==> src/rtl/gpr_writeback_arbiter_if.sv <==
// Writeback request and register-file write port bundle for the GPR
// writeback arbiter. The master side is the request producer and register
// file consumer. The slave side is the arbiter itself.
interface gpr_writeback_arbiter_if #(
  parameter int CW = 3
);
  logic          mem_valid;
  logic          mem_ready;
  logic [4:0]    mem_reg;
  logic [31:0]   mem_data;
  logic          alu_valid;
  logic          alu_ready;
  logic [4:0]    alu_reg;
  logic [31:0]   alu_data;
  logic [4:0]    write_register;
  logic [31:0]   w_data;
  logic          regWrite;
  logic [31:0]   pending_mask;
  logic [CW-1:0] count;

  modport master (
    output mem_valid, mem_reg, mem_data, alu_valid, alu_reg, alu_data,
    input  mem_ready, alu_ready, write_register, w_data, regWrite,
           pending_mask, count
  );

  modport slave (
    input  mem_valid, mem_reg, mem_data, alu_valid, alu_reg, alu_data,
    output mem_ready, alu_ready, write_register, w_data, regWrite,
           pending_mask, count
  );
endinterface

==> src/rtl/gpr_writeback_arbiter.sv <==
// GPR writeback arbiter. Load-path and ALU writeback requests are merged in
// acceptance order into a small FIFO. The FIFO drains one register-file write
// per cycle. A pending-destination mask lets decode stall on in-flight
// registers.
module gpr_writeback_arbiter #(
  parameter int DEPTH = 4,
  parameter int CW    = 3
) (
  input  logic                   clk,
  input  logic                   reset,
  gpr_writeback_arbiter_if.slave bus
);
  localparam int PW = CW - 1;

  // Handshake: a request transfers on a rising edge where valid && ready.
  // Ready depends only on registered state (and, for the ALU, on mem_valid).
  // A producer holds valid and its payload stable until the transfer happens.

  logic [4:0]    reg_mem  [DEPTH];
  logic [31:0]   data_mem [DEPTH];
  logic [PW-1:0] head_q, head_d;
  logic [PW-1:0] tail_q, tail_d;
  logic [CW-1:0] count_q, count_d;
  logic          wr_en_q, wr_en_d;
  logic [4:0]    wr_reg_q, wr_reg_d;
  logic [31:0]   wr_data_q, wr_data_d;
  logic [31:0]   mask;

  logic          full;
  logic          mem_fire;
  logic          alu_fire;
  logic [4:0]    push_reg;
  logic [31:0]   push_data;
  logic          push;
  logic          pop;

  // A pop in the same cycle never frees a slot for a push.
  assign full          = (count_q == CW'(DEPTH));
  assign bus.mem_ready = !full;
  assign bus.alu_ready = !full && !bus.mem_valid;

  // The load path has priority. The two fires are mutually exclusive.
  assign mem_fire  = bus.mem_valid && !full;
  assign alu_fire  = bus.alu_valid && bus.alu_ready;
  assign push_reg  = mem_fire ? bus.mem_reg  : bus.alu_reg;
  assign push_data = mem_fire ? bus.mem_data : bus.alu_data;

  // A write to r0 is accepted and dropped. It is never queued.
  assign push = (mem_fire || alu_fire) && (push_reg != 5'd0);
  assign pop  = (count_q != '0);

  // Next-state for pointers, occupancy and the registered write port.
  always_comb begin
    head_d    = head_q;
    tail_d    = tail_q;
    count_d   = count_q;
    wr_en_d   = 1'b0;
    wr_reg_d  = wr_reg_q;
    wr_data_d = wr_data_q;
    if (pop) begin
      wr_en_d   = 1'b1;
      wr_reg_d  = reg_mem[head_q];
      wr_data_d = data_mem[head_q];
      head_d    = head_q + PW'(1);
    end
    if (push) begin
      tail_d = tail_q + PW'(1);
    end
    case ({push, pop})
      2'b10:   count_d = count_q + CW'(1);
      2'b01:   count_d = count_q - CW'(1);
      default: count_d = count_q;
    endcase
  end

  // Control state with synchronous reset. Reset discards every queued write.
  always_ff @(posedge clk) begin
    if (reset) begin
      head_q    <= '0;
      tail_q    <= '0;
      count_q   <= '0;
      wr_en_q   <= 1'b0;
      wr_reg_q  <= 5'd0;
      wr_data_q <= 32'd0;
    end else begin
      head_q    <= head_d;
      tail_q    <= tail_d;
      count_q   <= count_d;
      wr_en_q   <= wr_en_d;
      wr_reg_q  <= wr_reg_d;
      wr_data_q <= wr_data_d;
    end
  end

  // FIFO payload storage. Entries are only meaningful below count_q.
  always_ff @(posedge clk) begin
    if (push && !reset) begin
      reg_mem[tail_q]  <= push_reg;
      data_mem[tail_q] <= push_data;
    end
  end

  // Pending mask: every live FIFO entry plus the write being presented now.
  always_comb begin
    mask = 32'd0;
    for (int i = 0; i < DEPTH; i++) begin
      if (CW'(i) < count_q) begin
        mask[reg_mem[head_q + PW'(i)]] = 1'b1;
      end
    end
    if (wr_en_q) begin
      mask[wr_reg_q] = 1'b1;
    end
    mask[0] = 1'b0;
  end

  assign bus.pending_mask   = mask;
  assign bus.count          = count_q;
  assign bus.regWrite       = wr_en_q;
  assign bus.write_register = wr_reg_q;
  assign bus.w_data         = wr_data_q;
endmodule

==> src/flat_wrapper.sv <==
// flat-port wrapper written by rule: the top's interface ports become plain ports
module gpr_writeback_arbiter_flat 
#(
  parameter int DEPTH = 4,
  parameter int CW    = 3
)
  (clk, reset, bus_mem_valid, bus_mem_reg, bus_mem_data, bus_alu_valid, bus_alu_reg, bus_alu_data, bus_mem_ready, bus_alu_ready, bus_write_register, bus_w_data, bus_regWrite, bus_pending_mask, bus_count);
  gpr_writeback_arbiter_if #(.CW(CW)) bus_i ();
  input  logic clk;
  input  logic reset;
  input wire logic [$bits(bus_i.mem_valid)-1:0] bus_mem_valid;
  input wire logic [$bits(bus_i.mem_reg)-1:0] bus_mem_reg;
  input wire logic [$bits(bus_i.mem_data)-1:0] bus_mem_data;
  input wire logic [$bits(bus_i.alu_valid)-1:0] bus_alu_valid;
  input wire logic [$bits(bus_i.alu_reg)-1:0] bus_alu_reg;
  input wire logic [$bits(bus_i.alu_data)-1:0] bus_alu_data;
  output wire logic [$bits(bus_i.mem_ready)-1:0] bus_mem_ready;
  output wire logic [$bits(bus_i.alu_ready)-1:0] bus_alu_ready;
  output wire logic [$bits(bus_i.write_register)-1:0] bus_write_register;
  output wire logic [$bits(bus_i.w_data)-1:0] bus_w_data;
  output wire logic [$bits(bus_i.regWrite)-1:0] bus_regWrite;
  output wire logic [$bits(bus_i.pending_mask)-1:0] bus_pending_mask;
  output wire logic [$bits(bus_i.count)-1:0] bus_count;
  assign bus_i.mem_valid = bus_mem_valid;
  assign bus_i.mem_reg = bus_mem_reg;
  assign bus_i.mem_data = bus_mem_data;
  assign bus_i.alu_valid = bus_alu_valid;
  assign bus_i.alu_reg = bus_alu_reg;
  assign bus_i.alu_data = bus_alu_data;
  assign bus_mem_ready = bus_i.mem_ready;
  assign bus_alu_ready = bus_i.alu_ready;
  assign bus_write_register = bus_i.write_register;
  assign bus_w_data = bus_i.w_data;
  assign bus_regWrite = bus_i.regWrite;
  assign bus_pending_mask = bus_i.pending_mask;
  assign bus_count = bus_i.count;
  gpr_writeback_arbiter #(.DEPTH(DEPTH), .CW(CW)) u_core (.clk(clk), .reset(reset), .bus(bus_i));
endmodule
==> config.mk <==
export PLATFORM = sky130hd
export DESIGN_NAME = gpr_writeback_arbiter_flat
export DESIGN_NICKNAME = d
export VERILOG_FILES = /design/src/rtl/gpr_writeback_arbiter_if.sv /design/src/rtl/gpr_writeback_arbiter.sv /design/src/flat_wrapper.sv
export SDC_FILE = /design/constraint.sdc
export NUM_CORES = 1
export LEC_CHECK = 0
export CAP_MARGIN = 40
export CORE_UTILIZATION = 54
export CTS_BUF_LIST = sky130_fd_sc_hd__clkbuf_16
export DETAILED_ROUTE_END_ITERATION = 7
export PLACE_DENSITY = 0.81
export SLEW_MARGIN = 40
export SYNTH_ARGS = -nofsm -noshare
export SYNTH_HDL_FRONTEND = slang
export SYNTH_SLANG_ARGS = --single-unit
==> constraint.sdc <==
create_clock -name clk -period 3.4 [get_ports clk]
set_input_delay 0.68 -clock clk [delete_from_list [all_inputs] [get_ports clk]]
set_output_delay 0.68 -clock clk [all_outputs]
set_load 0.05 [all_outputs]
* Word level (Yosys, flattened, before mapping) *
Memories as Yosys holds them, arrays and structs flattened. A register that Yosys moved wholly into a read port is not among the register bits.
Index checks and enable logic that the tools add are counted.

storage, ports and cells
  memories = 2
  input bits = 78
  memory bits (writable) = 148
  word-level logic and storage cells = 74
  output and inout bits = 75
  bits in registers = 13

cells by class
  equal/unequal tests = 3
  muxes and demuxes = 23
  add/subtract/negate cells = 6
  order comparisons = 14
  bitwise gates (word level) = 4
  reductions and logical operators = 17

memory list
  memory           depth  width  rd ports  clocked after Yosys merged registers in  write ports  line                         RTL
  u_core.data_mem  4      32     1         1                                        1            gpr_writeback_arbiter.sv:20  logic [31:0] data_mem [DEPTH];
  u_core.reg_mem   4      5      4         1                                        1            gpr_writeback_arbiter.sv:19  logic [4:0] reg_mem [DEPTH];

operator list
  cell                                                                          count
  32-bit 2-to-1 mux                                                             6
  32-bit bitwise OR                                                             4
  5-bit by 6-bit less-than comparator with 1-bit output, second input constant  5
  1-bit demux with 5-bit select                                                 5
  5-bit by 1-bit >= comparator with 1-bit output, second input constant         5
  1-bit logical AND                                                             10
  1-bit 2-to-1 mux                                                              8
  1-bit by 3-bit less-than comparator with 1-bit output, first input constant   2
  2-bit by 3-bit less-than comparator with 1-bit output, first input constant   2
  3-bit case mux with 2 select lines                                            1
  5-bit 2-to-1 mux                                                              1
  5-bit nonzero test                                                            1
  2-bit by 1-bit adder with 2-bit output, second input constant                 2
  2-bit adder, second input constant                                            2
  2-bit 2-to-1 mux                                                              2
  3-bit by 1-bit adder with 3-bit output, second input constant                 1
  3-bit == test, second input constant                                          1
  1-bit zero test                                                               3
  3-bit nonzero test                                                            1
  3-bit by 1-bit subtractor with 3-bit output, second input constant            1
  2-bit by 1-bit == test with 1-bit output, second input constant               1
  2-bit == test, second input constant                                          1
  2-bit nonzero test                                                            1
  1-bit logical OR                                                              1

* Logic depth before layout (Yosys ltp) *
Gate-level depths: netlist (run 1).
An unclocked memory read counts as a cell.

  word-level depth = 14
  depth in mapped cells = 10
  gate-level depth less buffers = 9

* Least setup slack after synthesis (run 1) *
No wires, ideal clock.

  path type = flip-flop to flip-flop
  start point = register u_core.count_q[0] (netlist: u_core.bus.count[0])
  end point = memory u_core.data_mem[0][0], enable pin
  clock period less this slack = 3.377 ns
  buffers on the path = 1
  cell stages (with the launch flop) = 9
  arrival time = 2.979 ns
  data required time = 3.002 ns
  setup slack = 0.023 ns
  library setup time = 0.398 ns
  path through = dfxtp_1 inv_1 ha_1 a21boi_1 buf_6 mux2i_1 o41ai_4 nor2_1 and2_1

between the ends
  word-level cells in the longest chain between the ends = 9
  elaborated cells on any way between the ends = 12
  classes of those cells = 1 x eq/ne; 3 x mux; 8 x reduce/logical

RTL lines
  what                                                           line                                                      RTL
  start: declaration                                             gpr_writeback_arbiter.sv:23                               logic [CW-1:0] count_q, count_d;
  start signal: assignment                                       gpr_writeback_arbiter.sv:88                               count_q <= count_d;
  3-bit == test (*)                                              gpr_writeback_arbiter.sv:38                               assign full = (count_q == CW'(DEPTH));
  1-bit zero test (*)                                            gpr_writeback_arbiter.sv:40, gpr_writeback_arbiter.sv:43
  1-bit logical AND, on equally long branches                    gpr_writeback_arbiter.sv:43, gpr_writeback_arbiter.sv:40
  5-bit 2-to-1 mux / 1-bit logical AND (equally long branches)   gpr_writeback_arbiter.sv:45, gpr_writeback_arbiter.sv:44
  5-bit nonzero test / 1-bit logical OR (equally long branches)  gpr_writeback_arbiter.sv:49                               assign push = (mem_fire || alu_fire) && (push_reg != 5'd0);
  1-bit logical AND (*)                                          gpr_writeback_arbiter.sv:49
  1-bit logical AND (*)                                          gpr_writeback_arbiter.sv:97                               if (push && !reset) begin
  1-bit 2-to-1 mux (*)                                           gpr_writeback_arbiter.sv:97
  1-bit 2-to-1 mux (not written as such) (*)                     gpr_writeback_arbiter.sv:99                               data_mem[tail_q] <= push_data;
  end: declaration                                               gpr_writeback_arbiter.sv:20

Every way passes the cells marked *; elsewhere a longest branch is shown, timed or not.

* Final worst setup path (run 1) *
  start point = register u_core.head_q[1]
  end point = output port bus_pending_mask[8]

between the ends
  word-level cells in the longest chain between the ends = 14
  elaborated cells on any way between the ends = 27
  classes of those cells = 3 x add/sub; 6 x order compare; 10 x mux; 4 x bitwise; 3 x reduce/logical; 1 x memory

RTL lines
  what                                                                                                                                                  line                          RTL
  start: declaration                                                                                                                                    gpr_writeback_arbiter.sv:21   logic [PW-1:0] head_q, head_d;
  start signal: assignment                                                                                                                              gpr_writeback_arbiter.sv:79   head_q <= '0;
  start signal: assignment                                                                                                                              gpr_writeback_arbiter.sv:86   head_q <= head_d;
  2-bit by 1-bit adder with 2-bit output                                                                                                                gpr_writeback_arbiter.sv:108  mask[reg_mem[head_q + PW'(i)]] = 1'b1;
  memory read 4 x 5 bit (*)                                                                                                                             --
  5-bit by 6-bit less-than comparator with 1-bit output (not written as such) / 5-bit by 1-bit >= comparator with 1-bit output (equally long branches)  gpr_writeback_arbiter.sv:108
  1-bit logical AND (not written as such)                                                                                                               gpr_writeback_arbiter.sv:108
  1-bit 2-to-1 mux (not written as such)                                                                                                                gpr_writeback_arbiter.sv:108
  1-bit demux with 5-bit select                                                                                                                         --
  32-bit bitwise OR (no line)                                                                                                                           --
  32-bit 2-to-1 mux                                                                                                                                     gpr_writeback_arbiter.sv:107  if (CW'(i) < count_q) begin
  32-bit bitwise OR (no line)                                                                                                                           --
  32-bit 2-to-1 mux                                                                                                                                     gpr_writeback_arbiter.sv:107
  32-bit bitwise OR (no line)                                                                                                                           --
  32-bit 2-to-1 mux (*)                                                                                                                                 gpr_writeback_arbiter.sv:107
  32-bit bitwise OR (no line)                                                                                                                           --
  32-bit 2-to-1 mux (*)                                                                                                                                 gpr_writeback_arbiter.sv:111  if (wr_en_q) begin
  end: declaration                                                                                                                                      flat_wrapper.sv:22            output wire logic [$bits(bus_i.pending_mask)-1:0] bus_pending_mask;

Marks and branches as above.

==> results.json, run 1 <==
{
  "reg2reg_to": "u_core.data_mem[3][28]",
  "fp.dieH_microns": 133,
  "drt_iter0_drc": 807,
  "ant_nets": 0,
  "cts_sinks": 195,
  "grt_max_degree": 47,
  "clock-root-buffer": "clkbuf_16",
  "leakage_nw": 4.14,
  "io_buffers": 151,
  "slew_viol_final": 0,
  "hpwl_microns": 19600,
  "final_nets": 957,
  "status": "completed",
  "fin_skew_ns": 0.0142,
  "tightest_slew_ns": 0.629,
  "final.period_utilization_pct": 98.4,
  "htree_levels": 4,
  "cts.clk_slew.worst_paths_ns": 0.07,
  "io_pins": 153,
  "drcViolationCount": 0,
  "vias": 7150,
  "routed_wl_microns": 30100,
  "start_util_pct": 55.6,
  "setup_viol": 0,
  "synth_top_area_cell": "edfxtp_1",
  "crit_type": "register to output port",
  "first_pass_iters": 5,
  "final-hold-violation-count": 0,
  "die_x_microns": 133,
  "fin_area_sq_um": 12000,
  "startpoint_type": "register",
  "fin_tns_setup_ns": 0,
  "via_per_inst": 6.48,
  "placementRows": 47,
  "pre_cts_slack_ns": 0.102,
  "vdd_drop_max_mv": 0.705,
  "holdBufCountCts": 0,
  "crit_path_end_kind": "output port",
  "hold_path_class": "register to register",
  "power_density_nw_per_um2": 896,
  "min_to": "u_core.bus.w_data[23]",
  "grt_pass1_wl_microns": 44300,
  "min-delay-start": "u_core.bus.w_data[23]",
  "placed_area_sq_um": 11400,
  "reg2reg_depth": 8,
  "nFillCells": 996,
  "wl_per_cell_microns": 27.2,
  "synthFlopType": "edfxtp_1",
  "drive_gt1_share_pct": 23.9,
  "ys_warn_count": 0,
  "multi_input_area_sq_um": 3700,
  "syn_to_final_growth_pct": 29.7,
  "avgSynthCellArea_sq_um": 13.1,
  "clockBufferDepth": 2,
  "maxSlewHeadroom_pct": 58.1,
  "ys_ff_latch": 195,
  "cp_max_fo": 20,
  "fmax_mhz": 299,
  "synth-edff-count": 148,
  "r2r-start": "u_core.bus.count[0]",
  "grt_antenna_before_repair": 0,
  "drv_cap": 0,
  "synth_area_sq_um": 9280,
  "register_area_sq_um": 5390,
  "track_usage_pct": 34.6,
  "yosysSeqAreaShare_pct": 58.0,
  "grt-ovfl-total": 0,
  "gp_congestion": 0.993,
  "synthArstFlopShare_pct": 0,
  "crit_arrival_ns": 2.67,
  "cp.required_ns": 2.72,
  "clock_latency_ns": 0.44,
  "core_sq_um": 16700,
  "synth_top_area_share_pct": 47.9,
  "cts_tree": "yes",
  "syn_nets": 795,
  "reg2reg_slack_ns": 0.36,
  "synthTopCellsByArea": "edfxtp_1 48%, mux4_2 12%, dfxtp_1 10%, mux2_2 4.7%, a22oi_1 4.5%",
  "final_cell_mix": "148 x edfxtp_1, 119 x clkdlybuf4s50_1, 106 x nand2_1",
  "synthCells": 708,
  "mostFrequentLayoutCell": "edfxtp_1",
  "cts_buffers": 17,
  "synth_cell_type_count": 44,
  "design.die.area_sq_um": 17700,
  "setup_ws_ns": 0.0548,
  "period_needed_ns": 3.35,
  "holdPathStages": 2,
  "finalPower_mw": 10.8,
  "grt_pass1_vias": 7037,
  "hold_ws_ns": 0.461
}
state kept, by name, summed over array words and instances, names as in the netlist, named ones only:
signal                     cells
u_core.bus.regWrite            1
u_core.reg_mem                20
u_core.bus.count               3
u_core.bus.w_data             32
u_core.head_q                  2
u_core.bus.write_register      5
u_core.data_mem              128
u_core.tail_q                  2
cells in the mapped netlist (all sizes together) (7+ instances only):
cell type	n
mux4	50
edfxtp	148
nor3b	7
nand2	106
and2	12
buf	22
a21oi	39
mux2	41
clkbuf	24
ha	9
nand3	45
a22oi	56
nor2b	11
dfxtp	47
nor2	38
critical path: stages, from the launching register on:
cell      delay [ns]
dfxtp_4         0.54
mux4_2          0.61
nand2b_1        0.23
nor2_1          0.28
a22oi_1         0.20
nand4_1         0.21
buf_12          0.16
layer usage:
metal | track usage (%) | vias to the layer above | share of wire (%)
met5 | 0 | - | 0
met4 | 14.1 | 0 | 3.7
met3 | 5.86 | 76 | 7.3
met2 | 64.9 | 507 | 55
met1 | 39.0 | 3543 | 34
li1 | - | 3024 | -
cell families (layout without fill, tap and decap cells):
logic type,after synthesis,in the layout,share of synthesized area (%)
adders and majority gates,9,9,1.21
muxes,96,96,17.7
buffers and inverters,51,226,2.64
AOI/OAI and AO/OA,104,104,7.55
xor gates and xnor gates,4,4,0.378
and+or+nand+nor,248,248,12.4
other,1,2,0.0404
DFF,195,195,58.0
where the power goes:
part	internal, mW	leakage, nW	total, mW	switching, mW
Sequential	3.06	1.74	3.44	0.378
Clock	0.957	0.263	1.89	0.937
Combinational	2.07	2.14	5.46	3.38
Total	6.09	4.14	10.8	4.70
worst max path at each step:
stage                   startpoint               endpoint  slack, ns  depth (start not counted)
6_report          u_core.head_q[1]    bus_pending_mask[8]       0.05                          6
5_1_grt           u_core.head_q[1]   bus_pending_mask[10]      -0.01                          6
4_1_cts           u_core.head_q[0]    bus_pending_mask[5]       0.04                          6
3_5_place_dp         bus_mem_valid  u_core.data_mem[3][7]       0.10                          7
3_3_place_gp         bus_mem_valid    u_core.bus.count[2]       0.12                          7
2_1_floorplan  u_core.bus.count[0]  u_core.data_mem[0][0]       0.02                          8
stage by stage:
step | util (%) | cells
2_1_floorplan | - | 708
3_3_place_gp | 68.3 | 1065
3_5_place_dp | 68.3 | 1065
4_1_cts | 71.7 | 1099
5_1_grt | 72.1 | 1103
6_report | 72.1 | 1104
cell type report:
cell class                 instances  share of cell area [%]
tap                              220                    2.29
timing repair buffer             189                    17.5
clock buffer                      17                    3.53
antenna                            1                  0.0208
multi-input combinational        462                    30.7
inverter                           5                   0.156
clock inverter                    15                    1.02
sequential                       195                    44.8
repair_timing:
action                                  in CTS  in global routing
gates cloned                                 0                  0
setup buffers                                2                  4
pin swaps                                    0                  1
endpoints found under the setup margin      18                 12
gates resized for setup                      4                  6
No activity file was read; power rests on OpenSTA's default activity.
==> run 2: changes to the inputs <==
- CTS_CLUSTER_DIAMETER: unset -> 80
==> results of run 2 <==
Final layout, timing and power as in run 1 (identical DEF).
==> run 3: changes to the inputs <==
- CORE_MARGIN: unset -> 10
==> results.json, run 3 (synthesis gave the netlist of run 1 again) <==
{
  "status": "completed",
  "fin_area_sq_um": 12100,
  "fin_skew_ns": 0.0119,
  "nFillCells": 1084,
  "via_per_inst": 6.23,
  "largest-register": "u_core.data_mem",
  "drv_cap": 0,
  "hold_path_class": "register to register",
  "routed-wl-met3_microns": 2120,
  "placed_area_sq_um": 11400,
  "cp_max_fo": 15,
  "postLayoutCoreUtil_pct": 72.5,
  "vdd_drop_max_mv": 0.530,
  "clock-root-buffer": "clkbuf_16",
  "htree_levels": 4,
  "syn_to_final_growth_pct": 30.5,
  "clockBufferDepth": 2,
  "reg2reg_slack_ns": 0.30,
  "cts_sinks": 195,
  "first_pass_iters": 5,
  "placed_cells": 1066,
  "design.die.area_sq_um": 22800,
  "rsz0062_at_grt": "yes",
  "multi_input_area_sq_um": 3720,
  "routed_wl_microns": 29300,
  "mostFrequentLayoutCell": "edfxtp_1",
  "path_cells": "mux4_2, and2_2, and3_1, a22oi_1, nand3_1, buf_12",
  "final_nets": 956,
  "wl_per_cell_microns": 26.6,
  "gp_congestion": 0.896,
  "drt_iter0_drc": 616,
  "leakage_nw": 4.19,
  "grt-ovfl-total": 0,
  "drive_gt1_share_pct": 24.4,
  "drcViolationCount": 0,
  "finalPower_mw": 10.8,
  "maxSlewHeadroom_pct": 59.6,
  "clock_latency_ns": 0.43,
  "io_buffers": 151,
  "crit_type": "register to output port",
  "start_util_pct": 55.6,
  "track_usage_pct": 25.9,
  "setup_viol": 0,
  "dr_wl_met2_microns": 16100,
  "critPathSlowestCell": "mux4_2",
  "cts_tree": "yes",
  "final_cell_mix": "148 x edfxtp_1, 119 x clkdlybuf4s50_1, 106 x nand2_1",
  "tightest_slew_ns": 0.604,
  "core_sq_um": 16700,
  "period_needed_ns": 3.40,
  "crit_path_end_kind": "output port",
  "final-hold-violation-count": 0,
  "drt-met1-wl_microns": 9930,
  "placementRows": 47,
  "ant_nets": 0,
  "crit_arrival_ns": 2.72,
  "fp.dieH_microns": 151,
  "grt_pass1_wl_microns": 43900,
  "cp.required_ns": 2.72,
  "stdcell_count": 1103,
  "cpPeakStageDelay_ns": 0.66,
  "hpwl_microns": 20900,
  "largest_reg_flops": 128,
  "die_x_microns": 151,
  "fmax_mhz": 294,
  "grt_pass1_vias": 7301,
  "io_pins": 153,
  "vias": 6868,
  "register_area_sq_um": 5390,
  "final.period_utilization_pct": 99.9,
  "top_layer": "met4",
  "slew_viol_final": 0,
  "grt_max_degree": 47,
  "startpoint_type": "register",
  "cts.clk_slew.worst_paths_ns": 0.07,
  "cts_buffers": 17,
  "grt_antenna_before_repair": 0,
  "power_density_nw_per_um2": 893
}
[run 3: layout make-up]
cell class	instances	area share, %
Tap cell	220	2.27
Clock buffer	17	3.51
Sequential cell	195	44.5
Antenna cell	1	0.0207
Clock inverter	15	1.43
Multi-Input combinational cell	462	30.7
Timing Repair Buffer	188	17.4
Inverter	5	0.155
[run 3: final timing paths]
kind	from	to	cells after the start
worst max-delay path	u_core.head_q[0]	bus_pending_mask[29]	6
worst min-delay path	u_core.bus.w_data[23]	u_core.bus.w_data[23]	2
worst max register to register	u_core.bus.count[0]	u_core.bus.count[2]	8
worst min register to register	u_core.bus.w_data[23]	u_core.bus.w_data[23]	2
[run 3: timing repair]
action,4_1_cts,5_1_grt
pin swaps,0,2
resized for setup,1,16
hold buffers,0,0
endpoints found under the setup margin,2,26
setup buffers,0,4
[run 3: routing by layer]
layer  GRT usage (%)  vias to the layer above
li1                -                     3011
met1            28.1                     3420
met2            47.3                      371
met3            4.95                       66
met4            12.9                        0
met5               0                        -
[run 3: worst max-delay path, delay by kind of cell, from the launching register on]
family | cells | cell delay (ns)
buf+inv | 1 | 0.19
mux | 1 | 0.66
simple gates | 3 | 0.71
flops | 1 | 0.50
compound gates | 1 | 0.20
[run 3: per-stage QoR]
step	worst slack [ns]	hold WS, ns	TNS (ns)
3_5_place_dp	0.0653	0.445	0
3_3_place_gp	0.143	0.438	0
6_report	0.00207	0.452	0
5_1_grt	-0.0219	0.471	-0.0434
4_1_cts	0.0103	0.454	0
2_1_floorplan	0.0231	0.518	0
[run 3: power breakdown]
group          internal, mW  switching [mW]
Sequential             3.06           0.369
Combinational          2.07            3.31
Clock                  1.10           0.903
